--- src/rtl/parking_occupancy_controller.sv ---
// Four-slot car park occupancy tracker with sensor edge detection, free-slot count,
// an event strobe and a timed flashing door-open light.
module parking_occupancy_controller #(
    parameter int HALF_PERIOD_CYCLES = 10_000_000,
    parameter int FLASH_TOGGLES      = 6
) (
    input  logic       clk,
    input  logic       reset,
    input  logic       entry_sensor,
    input  logic       exit_sensor,
    input  logic [1:0] switch,
    output logic [3:0] parking_slots,
    output logic [2:0] capacity,
    output logic       full,
    output logic       door_open_pulse,
    output logic       door_open_light
);

    localparam int CNT_W = (HALF_PERIOD_CYCLES > 1) ? $clog2(HALF_PERIOD_CYCLES) : 1;
    localparam int TOG_W = (FLASH_TOGGLES > 1) ? $clog2(FLASH_TOGGLES) : 1;
    localparam logic [CNT_W-1:0] PHASE_LAST = CNT_W'(HALF_PERIOD_CYCLES - 1);
    localparam logic [TOG_W-1:0] TOG_START  = TOG_W'(FLASH_TOGGLES - 1);

    typedef enum logic [0:0] {
        LIGHT_IDLE  = 1'b0,
        LIGHT_FLASH = 1'b1
    } light_state_t;

    function automatic logic [2:0] popcount4(input logic [3:0] v);
        logic [2:0] n;
        n = 3'd0;
        for (int i = 0; i < 4; i++) begin
            n = n + {2'b00, v[i]};
        end
        return n;
    endfunction

    logic             entry_q_r;
    logic             exit_q_r;
    logic             entry_evt_s;
    logic             exit_evt_s;
    logic [3:0]       slots_next_s;
    logic             pulse_next_s;

    light_state_t     state_r;
    light_state_t     state_next_s;
    logic [CNT_W-1:0] phase_r;
    logic [CNT_W-1:0] phase_next_s;
    logic [TOG_W-1:0] toggles_r;
    logic [TOG_W-1:0] toggles_next_s;
    logic             light_next_s;

    // Rising-edge qualified events; simultaneous sensor activity rejects both.
    assign entry_evt_s = entry_sensor & ~entry_q_r & ~exit_sensor;
    assign exit_evt_s  = exit_sensor  & ~exit_q_r  & ~entry_sensor;

    // Slot update and strobe decision for the current event.
    always_comb begin
        slots_next_s = parking_slots;
        pulse_next_s = 1'b0;
        if (entry_evt_s) begin
            if (!parking_slots[switch]) begin
                slots_next_s[switch] = 1'b1;
                pulse_next_s         = 1'b1;
            end else begin
                pulse_next_s = 1'b0;
            end
        end else if (exit_evt_s) begin
            if (parking_slots[switch]) begin
                slots_next_s[switch] = 1'b0;
                pulse_next_s         = 1'b1;
            end else begin
                pulse_next_s = 1'b0;
            end
        end else begin
            slots_next_s = parking_slots;
        end
    end

    // Occupancy, strobe and sensor history registers.
    always_ff @(posedge clk) begin
        if (!reset) begin
            parking_slots   <= 4'b0000;
            door_open_pulse <= 1'b0;
            entry_q_r       <= 1'b0;
            exit_q_r        <= 1'b0;
        end else begin
            parking_slots   <= slots_next_s;
            door_open_pulse <= pulse_next_s;
            entry_q_r       <= entry_sensor;
            exit_q_r        <= exit_sensor;
        end
    end

    assign capacity = 3'd4 - popcount4(parking_slots);
    assign full     = (capacity == 3'd0);

    // Light sequencer next state; a strobe always restarts the sequence.
    always_comb begin
        state_next_s   = state_r;
        phase_next_s   = phase_r;
        toggles_next_s = toggles_r;
        light_next_s   = door_open_light;
        if (door_open_pulse) begin
            state_next_s   = LIGHT_FLASH;
            phase_next_s   = {CNT_W{1'b0}};
            toggles_next_s = TOG_START;
            light_next_s   = 1'b1;
        end else begin
            case (state_r)
                LIGHT_IDLE: begin
                    phase_next_s   = {CNT_W{1'b0}};
                    toggles_next_s = {TOG_W{1'b0}};
                    light_next_s   = 1'b0;
                end
                LIGHT_FLASH: begin
                    if (phase_r == PHASE_LAST) begin
                        phase_next_s = {CNT_W{1'b0}};
                        if (toggles_r == {TOG_W{1'b0}}) begin
                            light_next_s = 1'b0;
                            state_next_s = LIGHT_IDLE;
                        end else begin
                            light_next_s   = ~door_open_light;
                            toggles_next_s = toggles_r - TOG_W'(1);
                        end
                    end else begin
                        phase_next_s = phase_r + CNT_W'(1);
                    end
                end
                default: begin
                    state_next_s = LIGHT_IDLE;
                    light_next_s = 1'b0;
                end
            endcase
        end
    end

    // Light sequencer state register.
    always_ff @(posedge clk) begin
        if (!reset) begin
            state_r         <= LIGHT_IDLE;
            phase_r         <= {CNT_W{1'b0}};
            toggles_r       <= {TOG_W{1'b0}};
            door_open_light <= 1'b0;
        end else begin
            state_r         <= state_next_s;
            phase_r         <= phase_next_s;
            toggles_r       <= toggles_next_s;
            door_open_light <= light_next_s;
        end
    end

endmodule

--- config.mk ---
export PLATFORM = sky130hd
export DESIGN_NAME = parking_occupancy_controller
export DESIGN_NICKNAME = d
export VERILOG_FILES = /design/src/rtl/parking_occupancy_controller.sv
export SDC_FILE = /design/constraint.sdc
export NUM_CORES = 1
export LEC_CHECK = 0
export CORE_MARGIN = 2
export CORE_UTILIZATION = 60
export DETAILED_ROUTE_END_ITERATION = 7
export PLACE_DENSITY = 0.93
export RECOVER_POWER = 50
export SKIP_LAST_GASP = 1
export SYNTH_ARGS = -nofsm -noshare
export SYNTH_HDL_FRONTEND = slang
export SYNTH_SLANG_ARGS = --single-unit
--- constraint.sdc ---
create_clock -name clk -period 4.2 [get_ports clk]
set_input_delay 0.84 -clock clk [delete_from_list [all_inputs] [get_ports clk]]
set_output_delay 0.84 -clock clk [all_outputs]
set_load 0.01 [all_outputs]
==> impl_metrics.yaml, run 1 <==
worst_setup_path:
  r2r-start: "phase_r[0]$_SDFF_PP0_"
  endpoint_kind: "output pin"
  critical_path.max_fanout: 4
  r2r_end: "toggles_r[2]$_SDFFE_PN0P_"
  r2r_slack_ps: 1370
  critPathArrivalTime_ps: 2500
  critPathKind: "flip-flop to output pin"
  startpoint_type: "flip-flop"
  critPathRequiredTime_ps: 3360
  reg2regPathDepth: 6
synthesis:
  synth_area_sq_mm: 0.001780
  yosys_warnings: 0
  synth_most_common_cell: "dfxtp_1"
  yosys.area.top_type: "dfxtp_1"
  synth_flop_cell: "dfxtp_1"
  ys_types: 42
  ys_seq_elements: 36
  synth_top_area_frac: 0.4048
  synth-edff-count: 0
  ys_seq_area_frac: 0.4048
  synthCells: 191
  ys_top_cells_by_count: "dfxtp_1 (36), nor2_1 (28), xor2_1 (16)"
  syn-num-nets: 203
  synth.avg_cell_area_sq_um: 9.322
  async_reset_ff_frac: 0
  yosys-top-cells-area: "dfxtp_1 (40%), xor2_1 (7.9%), nor2_1 (5.9%)"
power:
  ir_drop_v: 0.0002450
  leakagePower_nw: 0.6866
  power_density_mw_per_mm2: 289.2
finish:
  final_nets: 221
  fillers: 230
  stdcell_count: 240
  antenna_cells: 0
  fin_util: 0.7018
  drive_gt1_frac: 0.06699
  area_delta_synth_final_pct: 9.627
route:
  drc: 0
  wire_per_inst_microns: 12.83
  avgViaCountPerCell: 5.646
  drtPass1Iterations: 4
  drt_first_iter_violations: 69
  ant_nets: 0
  routed_wl_microns: 3080
  vias: 1355
sta:
  finalHoldViolations: 0
  skew_ps: 10.95
  drv_slew: 26
  tns_ps: 0
  grt_setup_unrepaired: "no"
  post-route-min-period_ps: 3340
  tightest_slew_ps: 1584
  finalCritPeriodShare: 0.7952
  finalSetupViolCount: 0
  slew_headroom: -0.06252
  fmax_ghz: 0.2994
placement:
  place_inst: 233
  dp_hpwl_microns: 2201
  port_buffers: 15
  gp_congestion: 0.7800
floorplanning:
  pin_count: 16
  row_count: 19
  die_x_microns: 58.48
  start_util: 0.6401
  core_area_sq_mm: 0.002781
  dieArea_sq_mm: 0.003419
  die_y_microns: 58.48
clock_network:
  cts_made_buffers: 5
  clockBufferDepth: 2
  ctsHoldBuffers: 0
  clkTransAtPathRegs_ps: 100
  cts_tree: "yes"
  post_cts_buffers: 0
  ctsRootBufferMaster: "clkbuf_4"
  cts_resized: 0
  numClockSinks: 36
  h-tree-depth: 2
  clock_latency_ps: 340
hold_path:
  hold_depth: 1
  hp-class: "flip-flop to flip-flop"
  worstHoldStart: "phase_r[0]$_SDFF_PP0_"
  holdPathEnd: "phase_r[0]$_SDFF_PP0_"
global_route:
  grt.total_usage: 0.2038
  overflow: 0
  grt_pass1_vias: 1295
  grt_max_degree: 26
  antenna_found_initial: 0
  grt_pass1_wl_microns: 5319
status:
  violations: "max-capacitance violations, max-slew violations"
  status: "finished, violations left"
run:
  drv_cap: 1
==> where the power goes <==
| part | switching, mW | internal [mW] | leakage (nW) |
|---|---|---|---|
| sequential | 0.00366 | 0.346 | 0.291 |
| combinational | 0.0208 | 0.0233 | 0.367 |
| clock | 0.110 | 0.0616 | 0.0281 |
==> final cells by class <==
| cell class | instances | area, sq um | area share |
|---|---|---|---|
| multi-input cells | 139 | 950.9 | 0.4872 |
| flip-flops and latches | 36 | 720.7 | 0.3692 |
| repair buffers | 15 | 150.1 | 0.07692 |
| inverters | 12 | 45.04 | 0.02308 |
| clock buffers | 6 | 41.29 | 0.02115 |
| well taps | 31 | 38.79 | 0.01987 |
| clock inverters | 1 | 5.005 | 0.002564 |
==> worst max-delay path, stage by stage (launching register included) <==
cell and delay (ps):
dfxtp_1 360, fa_1 550, inv_1 40, ha_1 180, ha_1 290, nor3_1 180, clkdlybuf4s50_1 550
==> layer usage <==
metal,vias up,share of wire,global-route usage
met1,625,0.46,0.2385
met2,28,0.48,0.3435
li1,694,-,-
met4,0,0.022,0.1096
met5,-,0,0
met3,8,0.042,0.04835
==> worst max-delay path by stage <==
stage | startpoint | slack, ps | to
after floorplan | flip-flop | 1620 | full
after global placement | flip-flop | 1290 | full
after detailed placement | flip-flop | 1230 | full
after CTS | flip-flop | 840 | full
after global routing | flip-flop | 780 | full
final | flip-flop | 860 | full
==> stage by stage <==
step                hold slack, ps  worst slack (ps)  area [sq um]  power (mW)
global placement             458.0              1292          1952      0.4009
global route                 524.8             777.1          1952      0.5875
detailed placement           464.5              1235          1952      0.4029
CTS                          485.7             841.7          1998      0.5728
floorplan                    441.1              1623          1780      0.3800
finish                       480.2             860.1          1952      0.5645
==> cell usage in the layout, fill, tap and decap left out, types with 6 or more instances in the layout <==
master	count
dfxtp_1	36
nor2_1	28
xor2_1	16
nand2_1	13
inv_1	12
nand3_1	11
dlygate4sd3_1	8
clkdlybuf4s50_1	7
xnor2_1	6
==> logic make-up after synthesis <==
| kind of cell | after synthesis | synth area share |
|---|---|---|
| and+or+nand+nor | 90 | 0.3099 |
| DFF | 36 | 0.4048 |
| xor gates and xnor gates | 22 | 0.1082 |
| AOI/OAI and AO/OA | 19 | 0.07449 |
| buffers and inverters | 16 | 0.03514 |
| adders and majority gates | 6 | 0.04638 |
| muxes | 2 | 0.02108 |
(Power assumes the default switching activity.)
==> run 2, diff against run 1 <==
--- a/config.mk
+++ b/config.mk
@@ -6,9 +6,9 @@
 export NUM_CORES = 1
 export LEC_CHECK = 0
 export CORE_MARGIN = 2
-export CORE_UTILIZATION = 60
+export CORE_UTILIZATION = 56
 export DETAILED_ROUTE_END_ITERATION = 7
-export PLACE_DENSITY = 0.93
+export PLACE_DENSITY = 0.88
 export RECOVER_POWER = 50
 export SKIP_LAST_GASP = 1
 export SYNTH_ARGS = -nofsm -noshare
==> constraint.sdc (replaced) <==
create_clock -name clk -period 3.2 [get_ports clk]
set_input_delay 0.64 -clock clk [delete_from_list [all_inputs] [get_ports clk]]
set_output_delay 0.64 -clock clk [all_outputs]
set_load 0.01 [all_outputs]
==> impl_metrics.yaml, run 2 (same netlist as run 1, synthesis figures left out) <==
finish:
  area_delta_synth_final_pct: 11.60
  finalInstanceArea_sq_mm: 0.001987
  drive_gt1_frac: 0.06220
  stdcell_count: 253
  final_common_cell: "dfxtp_1"
  antenna_cells: 0
  fin_util: 0.6562
  final_cell_mix: "dfxtp_1 (36), nor2_1 (28), xor2_1 (16)"
  final_nets: 221
clock_network:
  clock_latency_ps: 350
  post_cts_buffers: 0
  clockBufferDepth: 2
  clkTransAtPathRegs_ps: 100
  numClockSinks: 36
  ctsRootBufferMaster: "clkbuf_4"
  h-tree-depth: 2
  cts_made_buffers: 5
  cts_tree: "yes"
placement:
  gp_congestion: 0.7949
  port_buffers: 15
  place_area_sq_mm: 0.001968
  place_inst: 246
  dp_hpwl_microns: 2213
global_route:
  overflow: 0
  grt_pass1_vias: 1200
  grt.total_usage: 0.1899
  grt_pass1_wl_microns: 5119
  antenna_found_initial: 0
  grt_max_degree: 26
route:
  drt_first_iter_violations: 57
  vias: 1359
  wire_per_inst_microns: 12.29
  avgViaCountPerCell: 5.372
  ant_nets: 0
  routed_wl_microns: 3109
  drtPass1Iterations: 4
  drc: 0
sta:
  fmax_ghz: 0.3403
  tns_ps: 0
  post-route-min-period_ps: 2939
  finalSetupViolCount: 0
  grt_setup_unrepaired: "no"
  finalHoldViolations: 0
  finalCritPeriodShare: 0.9184
  drv_slew: 0
  slew_headroom: 0.3525
  tightest_slew_ps: 971.2
  skew_ps: 10.37
floorplanning:
  die_y_microns: 60.39
  core_area_sq_mm: 0.003028
  start_util: 0.5880
  pin_count: 16
  die_x_microns: 60.39
  dieArea_sq_mm: 0.003646
  row_count: 20
power:
  comb_power_share: 0.072
  switching_share: 0.2271
  leakagePower_nw: 0.7122
  ir_drop_v: 0.0002340
  seq_power_share: 0.582
  power_density_mw_per_mm2: 395.9
  p_clk_frac: 0.346
  internal_power_mw: 0.6079
  switchingPower_mw: 0.1786
hold_path:
  hold_depth: 1
  holdPathEnd: "phase_r[0]$_SDFF_PP0_"
  hp-class: "flip-flop to flip-flop"
  worstHoldStart: "phase_r[0]$_SDFF_PP0_"
worst_setup_path:
  critical_path.max_fanout: 4
  r2r-start: "phase_r[0]$_SDFF_PP0_"
  r2r_end: "toggles_r[2]$_SDFFE_PN0P_"
  startpoint_type: "flip-flop"
  endpoint_kind: "output pin"
  reg2regPathDepth: 6
  critPathKind: "flip-flop to output pin"
  r2r_slack_ps: 750
  critPathRequiredTime_ps: 2560
  critPathArrivalTime_ps: 2300
run:
  drv_cap: 0
status:
  status: "complete, no violations"
## run 2: timing repair
item                       4_1_cts  5_1_grt
hold buffers                     0        0
gates resized for setup          0        1
setup endpoints to repair        0        1
## run 2: critical path, cell delays in order (launching register included)
cell and delay [ps]:
dfxtp_1 360, fa_1 550, inv_1 40, ha_1 170, ha_1 290, clkdlybuf4s50_1 540
## run 2: worst max path at each step
stage / depth (start not counted) / slack (ps) / endpoint
after floorplan: 5 / 820 / full
after global placement: 6 / 500 / full
after detailed placement: 6 / 460 / full
after CTS: 6 / 60 / full
after global routing: 5 / 150 / capacity[1]
final: 5 / 260 / capacity[1]
## run 2: layout make-up
cell class | count | area [sq um]
multi-input combinational | 139 | 948.4
fill | 243 | 1041
tap | 44 | 55.05
sequential | 36 | 720.7
timing repair buffer | 15 | 152.6
inverter | 12 | 45.04
clock buffer | 7 | 65.06
## run 2: metrics by stage
step | power [mW] | hold WS, ps | setup WS, ps
after floorplan | 0.4988 | 441.1 | 823.1
after global placement | 0.5263 | 457.4 | 495.6
after detailed placement | 0.5277 | 461.4 | 456.6
after CTS | 0.7971 | 485.1 | 59.63
after global routing | 0.8249 | 503.1 | 148.3
final | 0.7865 | 486.0 | 261.0
## run 2: power by group through the flow
stage / sequential, mW / combinational [mW] / clock, mW
after CTS: 0.459 / 0.0596 / 0.279
after global placement: 0.468 / 0.0579 / 0
after detailed placement: 0.469 / 0.0589 / 0
after global routing: 0.459 / 0.0629 / 0.303
final: 0.458 / 0.0565 / 0.272
after floorplan: 0.469 / 0.0297 / 0
## run 2: metal layers
layer | vias to the layer above | GRT usage | wire (microns)
met5 | - | 0 | 0
met4 | 0 | 0.06667 | 42
met3 | 5 | 0.06610 | 143
met2 | 32 | 0.3137 | 1483
met1 | 633 | 0.2307 | 1440
li1 | 689 | - | -
==> run 3, diff against run 2 <==
--- a/config.mk
+++ b/config.mk
@@ -6,9 +6,9 @@
 export NUM_CORES = 1
 export LEC_CHECK = 0
 export CORE_MARGIN = 2
-export CORE_UTILIZATION = 56
+export CORE_UTILIZATION = 30
 export DETAILED_ROUTE_END_ITERATION = 7
-export PLACE_DENSITY = 0.88
+export PLACE_DENSITY = 0.57
 export RECOVER_POWER = 50
 export SKIP_LAST_GASP = 1
 export SYNTH_ARGS = -nofsm -noshare
==> impl_metrics.yaml, run 3 (same netlist as run 1, synthesis figures left out) <==
status:
  status: "complete, no violations"
global_route:
  grt.total_usage: 0.1144
  overflow: 0
  grt_max_degree: 26
  grt_pass1_wl_microns: 5837
  antenna_found_initial: 0
  grt_use_met1: 0.1401
  grt_pass1_vias: 1316
  grt_use_met3: 0.03444
  busiest_layer: "met2"
  globalRouteMet2Util: 0.1826
sta:
  finalCritPeriodShare: 0.9524
  finalSetupViolCount: 0
  grt_setup_unrepaired: "no"
  holdWs_ps: 476.8
  skew_ps: 7.705
  post-route-min-period_ps: 3048
  tightest_slew_ps: 972.0
  finalHoldViolations: 0
  fmax_ghz: 0.3281
  drv_slew: 0
  tns_ps: 0
  slew_headroom: 0.3520
  finalWorstSetupSlack_ps: 152.2
hold_path:
  hold_depth: 2
  hp-class: "flip-flop to flip-flop"
  holdPathEnd: "toggles_r[2]$_SDFFE_PN0P_"
  worstHoldStart: "toggles_r[2]$_SDFFE_PN0P_"
placement:
  port_buffers: 15
  gp_congestion: 0.6984
  preCtsSetupSlack_ps: 437.6
  place_inst: 277
  place_area_sq_mm: 0.002007
  dp_hpwl_microns: 2322
finish:
  regArea_sq_um: 720.7
  fin_util: 0.3522
  stdcell_count: 285
  drive_gt1_frac: 0.05714
  final_nets: 221
  final_common_cell: "dfxtp_1"
  fillers: 640
  antenna_cells: 0
  final_cell_mix: "dfxtp_1 (36), nor2_1 (28), xor2_1 (16)"
  area_delta_synth_final_pct: 15.04
  multi_input_comb_area_sq_um: 948.4
  finalInstanceArea_sq_mm: 0.002048
route:
  routed_wl_microns: 3221
  drc: 0
  drtPass1Iterations: 4
  vias: 1337
  avgViaCountPerCell: 4.691
  wire_per_inst_microns: 11.30
  ant_nets: 0
  drt_first_iter_violations: 34
clock_network:
  clock_latency_ps: 290
  cts_resized: 0
  post_cts_buffers: 0
  clockBufferDepth: 2
  cts_made_buffers: 5
  cts_tree: "yes"
  clkTransAtPathRegs_ps: 70
  h-tree-depth: 2
  ctsRootBufferMaster: "clkbuf_8"
  ctsHoldBuffers: 0
  numClockSinks: 36
floorplanning:
  pin_count: 16
  dieArea_sq_mm: 0.006567
  row_count: 28
  die_y_microns: 81.04
  core_area_sq_mm: 0.005816
  start_util: 0.3062
  die_x_microns: 81.04
run:
  drv_cap: 0
worst_setup_path:
  reg2regPathDepth: 6
  r2r_slack_ps: 760
  critical_path.max_fanout: 4
  critPathArrivalTime_ps: 2410
  endpoint_kind: "output pin"
  critPathRequiredTime_ps: 2560
  r2r-start: "phase_r[0]$_SDFF_PP0_"
  r2r_end: "toggles_r[2]$_SDFFE_PN0P_"
  critPathKind: "flip-flop to output pin"
  startpoint_type: "flip-flop"
power:
  ir_drop_v: 0.0001982
  total_power_mw: 0.8456
  power_density_mw_per_mm2: 412.9
  leakagePower_nw: 0.7030
run 3: worst max path at each step:
stage	cells past startpoint	from	endpoint	slack, ps
floorplan	5	flip-flop	full	820
global placement	6	flip-flop	full	480
global route	6	flip-flop	full	30
CTS	6	flip-flop	full	120
finish	6	flip-flop	full	150
detailed placement	6	flip-flop	full	440
run 3: cell type report:
class	instances	area share
sequential	36	0.3519
multi-input combinational	139	0.4630
clock buffer	8	0.04398
inverter	12	0.02199
timing repair buffer	15	0.07330
tap	75	0.04582
run 3: where the power goes:
| part | internal (mW) | switching, mW |
|---|---|---|
| Clock | 0.176 | 0.155 |
| Sequential | 0.454 | 0.00467 |
| Combinational | 0.0302 | 0.0264 |
| Total | 0.659 | 0.186 |
run 3: metal layers:
metal  share of wire  vias to the layer above
li1                -                      687
met5               0                        -
met3           0.049                        8
met4           0.021                        0
met1            0.49                      619
met2            0.44                       23
run 3: critical path: stages, from the launching register on:
cell             delay, ps
dfxtp_1                340
fa_1                   540
inv_1                   40
ha_1                   170
ha_1                   280
nor3_1                 190
clkdlybuf4s50_1        560
